--- src/rtl/video_timing_pkg.sv ---
// Shared raster timing types and decode helpers for the video output stage.
package video_timing_pkg;

    typedef struct packed {
        int unsigned active;
        int unsigned fp;
        int unsigned sync;
        int unsigned bp;
    } timing_t;

    typedef enum logic [0:0] {StIdle, StRun} state_t;

    function automatic int unsigned total(timing_t t);
        return t.active + t.fp + t.sync + t.bp;
    endfunction

    // Keeps counters at least one bit wide for degenerate one-entry totals.
    function automatic int unsigned cnt_width(int unsigned tot);
        return (tot > 1) ? $clog2(tot) : 1;
    endfunction

    function automatic logic in_region(int unsigned c, int unsigned lo, int unsigned len);
        return (c >= lo) && (c < lo + len);
    endfunction

endpackage

--- src/rtl/video_timing_counter.sv ---
// Horizontal/vertical raster counters with active, sync and start-of-frame decode.
module video_timing_counter
    import video_timing_pkg::*;
#(
    parameter timing_t H = '{active: 1920, fp: 88, sync: 44, bp: 148},
    parameter timing_t V = '{active: 1080, fp: 4, sync: 5, bp: 36}
) (
    input  logic clk_i,
    input  logic srst_i,
    input  logic en_i,
    output logic active_o,
    output logic hs_o,
    output logic vs_o,
    output logic sof_o
);

    localparam int unsigned HTotal = total(H);
    localparam int unsigned VTotal = total(V);
    localparam int unsigned HW = cnt_width(HTotal);
    localparam int unsigned VW = cnt_width(VTotal);

    logic [HW-1:0] h_q;
    logic [VW-1:0] v_q;

    always_ff @(posedge clk_i) begin
        if (srst_i) begin
            h_q <= '0;
            v_q <= '0;
        end else if (en_i) begin
            if (h_q == HW'(HTotal - 1)) begin
                h_q <= '0;
                if (v_q == VW'(VTotal - 1)) begin
                    v_q <= '0;
                end else begin
                    v_q <= v_q + 1'b1;
                end
            end else begin
                h_q <= h_q + 1'b1;
            end
        end
    end

    // VS is decoded on v alone, so it toggles only when h wraps to 0.
    assign active_o = in_region(32'(h_q), 0, H.active) && in_region(32'(v_q), 0, V.active);
    assign hs_o     = in_region(32'(h_q), H.active + H.fp, H.sync);
    assign vs_o     = in_region(32'(v_q), V.active + V.fp, V.sync);
    assign sof_o    = (h_q == '0) && (v_q == '0);

endmodule

--- src/rtl/video_out_timing.sv ---
// Final video stage: raster timing generation, FIFO pop and underflow fill/reporting.
module video_out_timing
    import video_timing_pkg::*;
#(
    parameter int unsigned WIDTH    = 24,
    parameter int unsigned H_ACTIVE = 1920,
    parameter int unsigned H_FP     = 88,
    parameter int unsigned H_SYNC   = 44,
    parameter int unsigned H_BP     = 148,
    parameter int unsigned V_ACTIVE = 1080,
    parameter int unsigned V_FP     = 4,
    parameter int unsigned V_SYNC   = 5,
    parameter int unsigned V_BP     = 36,
    parameter bit          HS_POL   = 1'b1,
    parameter bit          VS_POL   = 1'b1,
    parameter logic [WIDTH-1:0] FILL = '0
) (
    input  logic             clk_i,
    input  logic             srst_i,
    input  logic             en_i,
    input  logic             in_val_i,
    input  logic [WIDTH-1:0] in_data_i,
    output logic             in_rdy_o,
    output logic             vid_de_o,
    output logic             vid_hs_o,
    output logic             vid_vs_o,
    output logic [WIDTH-1:0] vid_data_o,
    output logic             sof_o,
    output logic             underflow_o,
    output logic [15:0]      underflow_cnt_o
);

    localparam timing_t HT = '{active: H_ACTIVE, fp: H_FP, sync: H_SYNC, bp: H_BP};
    localparam timing_t VT = '{active: V_ACTIVE, fp: V_FP, sync: V_SYNC, bp: V_BP};

    state_t state_q;
    logic   active, hs, vs, sof;

    video_timing_counter #(
        .H (HT),
        .V (VT)
    ) u_counter (
        .clk_i    (clk_i),
        .srst_i   (srst_i),
        .en_i     ((state_q == StRun) && en_i),
        .active_o (active),
        .hs_o     (hs),
        .vs_o     (vs),
        .sof_o    (sof)
    );

    // Reset blocks the pop in its own cycle so no FIFO word is lost.
    assign in_rdy_o = (state_q == StRun) && en_i && active && !srst_i;

    always_ff @(posedge clk_i) begin
        if (srst_i) begin
            state_q         <= StIdle;
            vid_de_o        <= 1'b0;
            vid_hs_o        <= ~HS_POL;
            vid_vs_o        <= ~VS_POL;
            vid_data_o      <= '0;
            sof_o           <= 1'b0;
            underflow_o     <= 1'b0;
            underflow_cnt_o <= '0;
        end else if (en_i) begin
            unique case (state_q)
                StIdle: begin
                    if (in_val_i) state_q <= StRun;
                end
                StRun: begin
                    vid_de_o <= active;
                    vid_hs_o <= hs ? HS_POL : ~HS_POL;
                    vid_vs_o <= vs ? VS_POL : ~VS_POL;
                    sof_o    <= sof;
                    if (!active) begin
                        vid_data_o <= '0;
                    end else if (in_val_i) begin
                        vid_data_o <= in_data_i;
                    end else begin
                        // Keep the raster running; substitute fill and record the miss.
                        vid_data_o  <= FILL;
                        underflow_o <= 1'b1;
                        if (underflow_cnt_o != 16'hFFFF) begin
                            underflow_cnt_o <= underflow_cnt_o + 16'd1;
                        end
                    end
                end
                default: state_q <= StIdle;
            endcase
        end
    end

endmodule

--- config.mk ---
export PLATFORM = sky130hd
export DESIGN_NAME = video_out_timing
export DESIGN_NICKNAME = d
export VERILOG_FILES = /design/src/rtl/video_timing_pkg.sv /design/src/rtl/video_timing_counter.sv /design/src/rtl/video_out_timing.sv
export SDC_FILE = /design/constraint.sdc
export NUM_CORES = 1
export LEC_CHECK = 0
export ABC_AREA = 1
export CORE_ASPECT_RATIO = 1.25
export CORE_MARGIN = 2
export CORE_UTILIZATION = 55
export CTS_CLUSTER_DIAMETER = 120
export DETAILED_ROUTE_END_ITERATION = 16
export GPL_ROUTABILITY_DRIVEN = 0
export PLACE_DENSITY = 0.86
export SLEW_MARGIN = 20
export SYNTH_ARGS = -nofsm -noshare
export SYNTH_HDL_FRONTEND = slang
export SYNTH_HIERARCHICAL = 1
export SYNTH_SLANG_ARGS = --single-unit
--- constraint.sdc ---
create_clock -name clk_i -period 3.1 [get_ports clk_i]
set_input_delay 0.62 -clock clk_i [delete_from_list [all_inputs] [get_ports clk_i]]
set_output_delay 0.62 -clock clk_i [all_outputs]
set_load 0.01 [all_outputs]
---- Word-level counts from Yosys, hierarchy flattened ----
Cells that the tools add are included.
word-level totals
  register bits ........................... 69
  bits of input ports ..................... 28
operators by class
  $add $sub $neg .......................... 3
  $lt $le $gt $ge ......................... 6
  equality and inequality tests ........... 3
  muxes and demuxes ....................... 8
  bitwise logic cells ..................... 1
  reduce and logical (&&, ||, !) cells .... 14
operators by type and width
  operator                                               number
  two-way mux 24 bit                                     2
  < comparator 11 bit, second input constant             2
  adder 16 x 1 -> 16 bit, second input constant          1
  inequality test 16 bit, second input constant          1
  adder 12 x 1 -> 12 bit, second input constant          1
  equality test 12 bit, second input constant            1
  >= comparator 12 x 11 -> 1 bit, second input constant  1
  zero test 12 bit                                       1
  < comparator 12 x 11 -> 1 bit, second input constant   1
  < comparator 12 bit, second input constant             1
  two-way mux 12 bit                                     1
  adder 11 x 1 -> 11 bit, second input constant          1
  equality test 11 bit, second input constant            1
  >= comparator 11 bit, second input constant            1
  zero test 11 bit                                       1
  two-way mux 11 bit                                     1
  logical AND 1 bit                                      7
  AND reduction 5 bit                                    1
  two-way mux 1 bit                                      4
  AND reduction 2 bit                                    2
  AND reduction 4 bit                                    1
  zero test 1 bit                                        1
  inverter 1 bit                                         1

---- Logic depth before layout (Yosys ltp) ----
  depth in word-level cells ............... 4
  depth in mapped cells ................... 12
  gate-level depth less buffers ........... 12

---- Cells and area by module ----
Netlist, hierarchy kept.
modules (own cells, without submodules)
  module                instances  cells each  area an instance (µm²)  sequential area each (µm²)
  video_out_timing      1          259         1968.1                  920.9
  video_timing_counter  1          212         1427.6                  460.4

---- Least setup slack after synthesis ----
No wires, ideal clock.
  path kind ............................... input to output
  start point ............................. input srst_i
  end point ............................... output in_rdy_o
  arrival ................................. 1287 ps
  required time ........................... 2480 ps
  slack ................................... 1193 ps
  stages .................................. 3
  buffers on the path ..................... 2
  path through ............................ clkbuf_1 buf_1 nor2_1
between the ends
  cells in the longest elaborated chain, start to end .. 2
ends and longest elaborated chain
  element            RTL line                RTL
  start, declared    video_out_timing.sv:19  input logic srst_i,
  zero test 1 bit    video_out_timing.sv:53  assign in_rdy_o = (state_q == StRun) && en_i && active && !srst_i;
  logical AND 1 bit  video_out_timing.sv:53
  end, declared      video_out_timing.sv:23  output logic in_rdy_o,
Every way passes these cells.

---- Final worst setup path ----
  start point ............................. register u_counter.v_q[6]
  end point ............................... output in_rdy_o
between the ends
  cells in the longest elaborated chain, start to end .. 4
ends and longest elaborated chain
  element                          RTL line                    RTL
  start, declared                  video_timing_counter.sv:23  logic [VW-1:0] v_q;
  start signal, assigned           video_timing_counter.sv:35  v_q <= v_q + 1'b1;
  < comparator 11 bit              video_timing_pkg.sv:23      return (c >= lo) && (c < lo + len);
  logical AND 1 bit                video_timing_counter.sv:44  assign active_o = in_region(32'(h_q), 0, H.active) && in_region(32'(v_q), 0, V.active);
  net active                       video_out_timing.sv:37      logic active, hs, vs, sof;
  logical AND 1 bit (2 in series)  video_out_timing.sv:53
The timed path passes the listed nets, and every way through them passes these cells.

==> results.ini <==
[outcome]
status=finished clean

[route]
vias=3353
routed_wl_um=8086
postRouteAntennaNets=0
via_per_inst=5.272
drtIter0Drc=204
wl_per_cell_um=12.71
firstDrtPassIters=4
drc=0

[run]
maxCapViolCount=0

[yosys]
synth_area_leaders=dfxtp_1 41%, nor2_1 12%, nand2_1 9.3%, a22oi_1 5.3%, inv_1 4.4%
postSynth.asyncResetShare_pct=0
synth.most_common_cell=nor2_1
yosysWarnings=6
yosys.area.top_type_share_pct=40.68
ys_seq_elements=69
synth_edf_count=0
synth_seq_area_share_pct=40.68
synth_common_cells=109 x nor2_1, 84 x nand2_1, 69 x dfxtp_1
postSynthAreaPerCell_um2=7.210
synth.distinct_cells=37
synth_area_um2=3396
synth-main-ff-cell=dfxtp_1
yosysTopAreaCell=dfxtp_1
synth_nets=504
synthCells=471

[critical_path]
critPathLaunchType=register
required_ns=2.48
slowest_stage=clkdlybuf4s50_1
crit_chain=nor4_1 > o21ai_0 > a21oi_1 > nand2_2 > nor2_1 > clkdlybuf4s50_1
crit_type=register to output port
setup.worst_path.end_class=output port
cp.arrival_ns=2.33
critPathMaxFanout=7
max_stage_delay_ns=0.55

[die]
core-area_um2=6086
die_area_um2=6823
start_util_pct=55.80
ios=74
die_height_um=91.85
rows=32
die_x_um=74.28

[clock_tree]
cts.sinks=69
cts_tree=built
post_cts.repair.setup_buffers=0
postCtsHoldBufs=0
clock-root-buffer=clkbuf_8
clk_latency_ns=0.36
numCtsBuffers=9
path_clk_slew_ns=0.07
cts_buffer_depth=2
htree_levels=3
cts_resized=0

[power]
irDropWorstVdd_uv=313.9
switching_power_mw=0.4361
power_density_nw_per_um2=406.2
totalPowerFinal_mw=1.777
p_leak_nw=1.664
seq_power_share_pct=50.9
pwr-share-clk_pct=41.7
power.internal_mw=1.341
swShare_pct=24.54
p_comb_share_pct=7.3

[grt]
antenna_found_initial=0
grt_pass1_vias=3157
grt_max_degree=36
grt_pass1_wl_um=13210
grt.overflow.total=0
groute.usage.overall_pct=24.73

[placement]
dp.final_hpwl_um=5968
io_buffers=73

[finish]
fill_cells=507
area_growth_pct=28.81
diodes=0
multiInputGateArea_um2=1755
regArea_um2=1381
layout.nets=579
layout-drive-gt1-share_pct=10.53

[timing]
fin_tns_setup_ns=0
period_minus_slack_ns=2.948
rsz0062_at_grt=no
slew_viol_final=0
hold_violations=0
finalCritPeriodShare_pct=95.10
setup_viol=0
slew_headroom_pct=63.82
max_clock_freq_mhz=339.2
clock_skew_ns=0.01368
tightest_slew_ns=0.5415

[hold_path]
hold_path.class=register to register

-- cell usage in the layout, fill, tap and decap left out, drive strengths merged --
cell type | netlist | routed
a211oi | 1 | 1
a21oi | 24 | 24
a22oi | 24 | 24
buf | 10 | 2
bufinv | 0 | 1
clkbuf | 1 | 9
clkdlybuf4s50 | 0 | 73
clkinv | 1 | 4
clkinvlp | 0 | 1
dfxtp | 69 | 69
ha | 5 | 5
inv | 49 | 51
nand2 | 91 | 91
nand3 | 32 | 32
nand3b | 1 | 1
nand4 | 4 | 4
nor2 | 126 | 126
nor3 | 8 | 8
nor3b | 3 | 3
nor4 | 2 | 2
o2111ai | 1 | 1
o21ai | 15 | 15
o21bai | 1 | 1
o22ai | 1 | 1
xor2 | 2 | 2
-- metrics by stage --
step	util, %	worst slack, ns	hold WS, ns	cells	cell area (µm²)
6_report	71.88	0.1518	0.4684	636	4374
5_1_grt	71.88	0.02777	0.5032	636	4374
4_1_cts	71.88	0.1418	0.4716	636	4374
3_5_place_dp	68.63	0.3856	0.4604	620	4177
3_3_place_gp	68.63	0.4035	0.4535	620	4177
2_1_floorplan	-	1.193	0.4581	471	3396
-- layer usage --
layer | track usage [%] | up-vias | routed length, µm | part of all wire [%]
met5 | 0 | - | 0 | 0
met4 | 11.46 | 0 | 87 | 1.1
met3 | 5.934 | 11 | 378 | 4.7
met2 | 43.45 | 89 | 4198 | 52
met1 | 27.32 | 1580 | 3422 | 42
li1 | - | 1673 | - | -
-- layout make-up --
type                       count  share of cell area (%)
clock inverter                 7                   1.688
sequential                    69                   31.58
multi-input combinational    341                   40.13
inverter                      50                   4.291
clock buffer                   9                   2.832
timing repair buffer          75                   17.05
tap                           85                   2.431
-- state kept, by name, indices dropped and copies added (netlist names) --
register	count
u_counter/h_q	12
u_counter/v_q	11
vid_vs_o	1
vid_de_o	1
state_q	1
vid_hs_o	1
underflow_o	1
vid_data_o	24
underflow_cnt_o	16
sof_o	1
-- critical path: cells and delay by family (launching register included) --
family,cells,cell delay (ns)
AND/OR/NAND/NOR,3,0.64
flip-flops,1,0.37
buffers and inverters,1,0.55
AO/OA/AOI/OAI,2,0.43
-- cell families after synthesis --
kind of cell	after synthesis	synth area share, %
XOR/XNOR	2	0.5159
AND/OR/NAND/NOR	267	37.07
adder cells (fa/ha/maj)	5	1.842
flip-flops	69	40.68
AO/OA/AOI/OAI	67	12.27
buffers and inverters	61	7.627
-- power groups by stage --
| stage | Clock (mW) | Combinational, mW | Sequential, mW |
|---|---|---|---|
| detailed placement | 0 | 0.129 | 0.926 |
| global route | 0.788 | 0.144 | 0.906 |
| global placement | 0 | 0.126 | 0.925 |
| CTS | 0.755 | 0.130 | 0.905 |
| floorplan | 0 | 0.0545 | 0.930 |
| finish | 0.741 | 0.130 | 0.905 |
-- final timing paths --
path / from / depth (start not counted) / end / slack (ns)
worst max register to register: u_counter/v_q[6] / 10 / underflow_cnt_o[1] / 0.86
worst min-delay path: vid_de_o / 2 / vid_de_o / 0.47
worst max-delay path: u_counter/v_q[6] / 6 / in_rdy_o / 0.15
worst min register to register: vid_de_o / 2 / vid_de_o / 0.47
(Power assumes the default switching activity.)
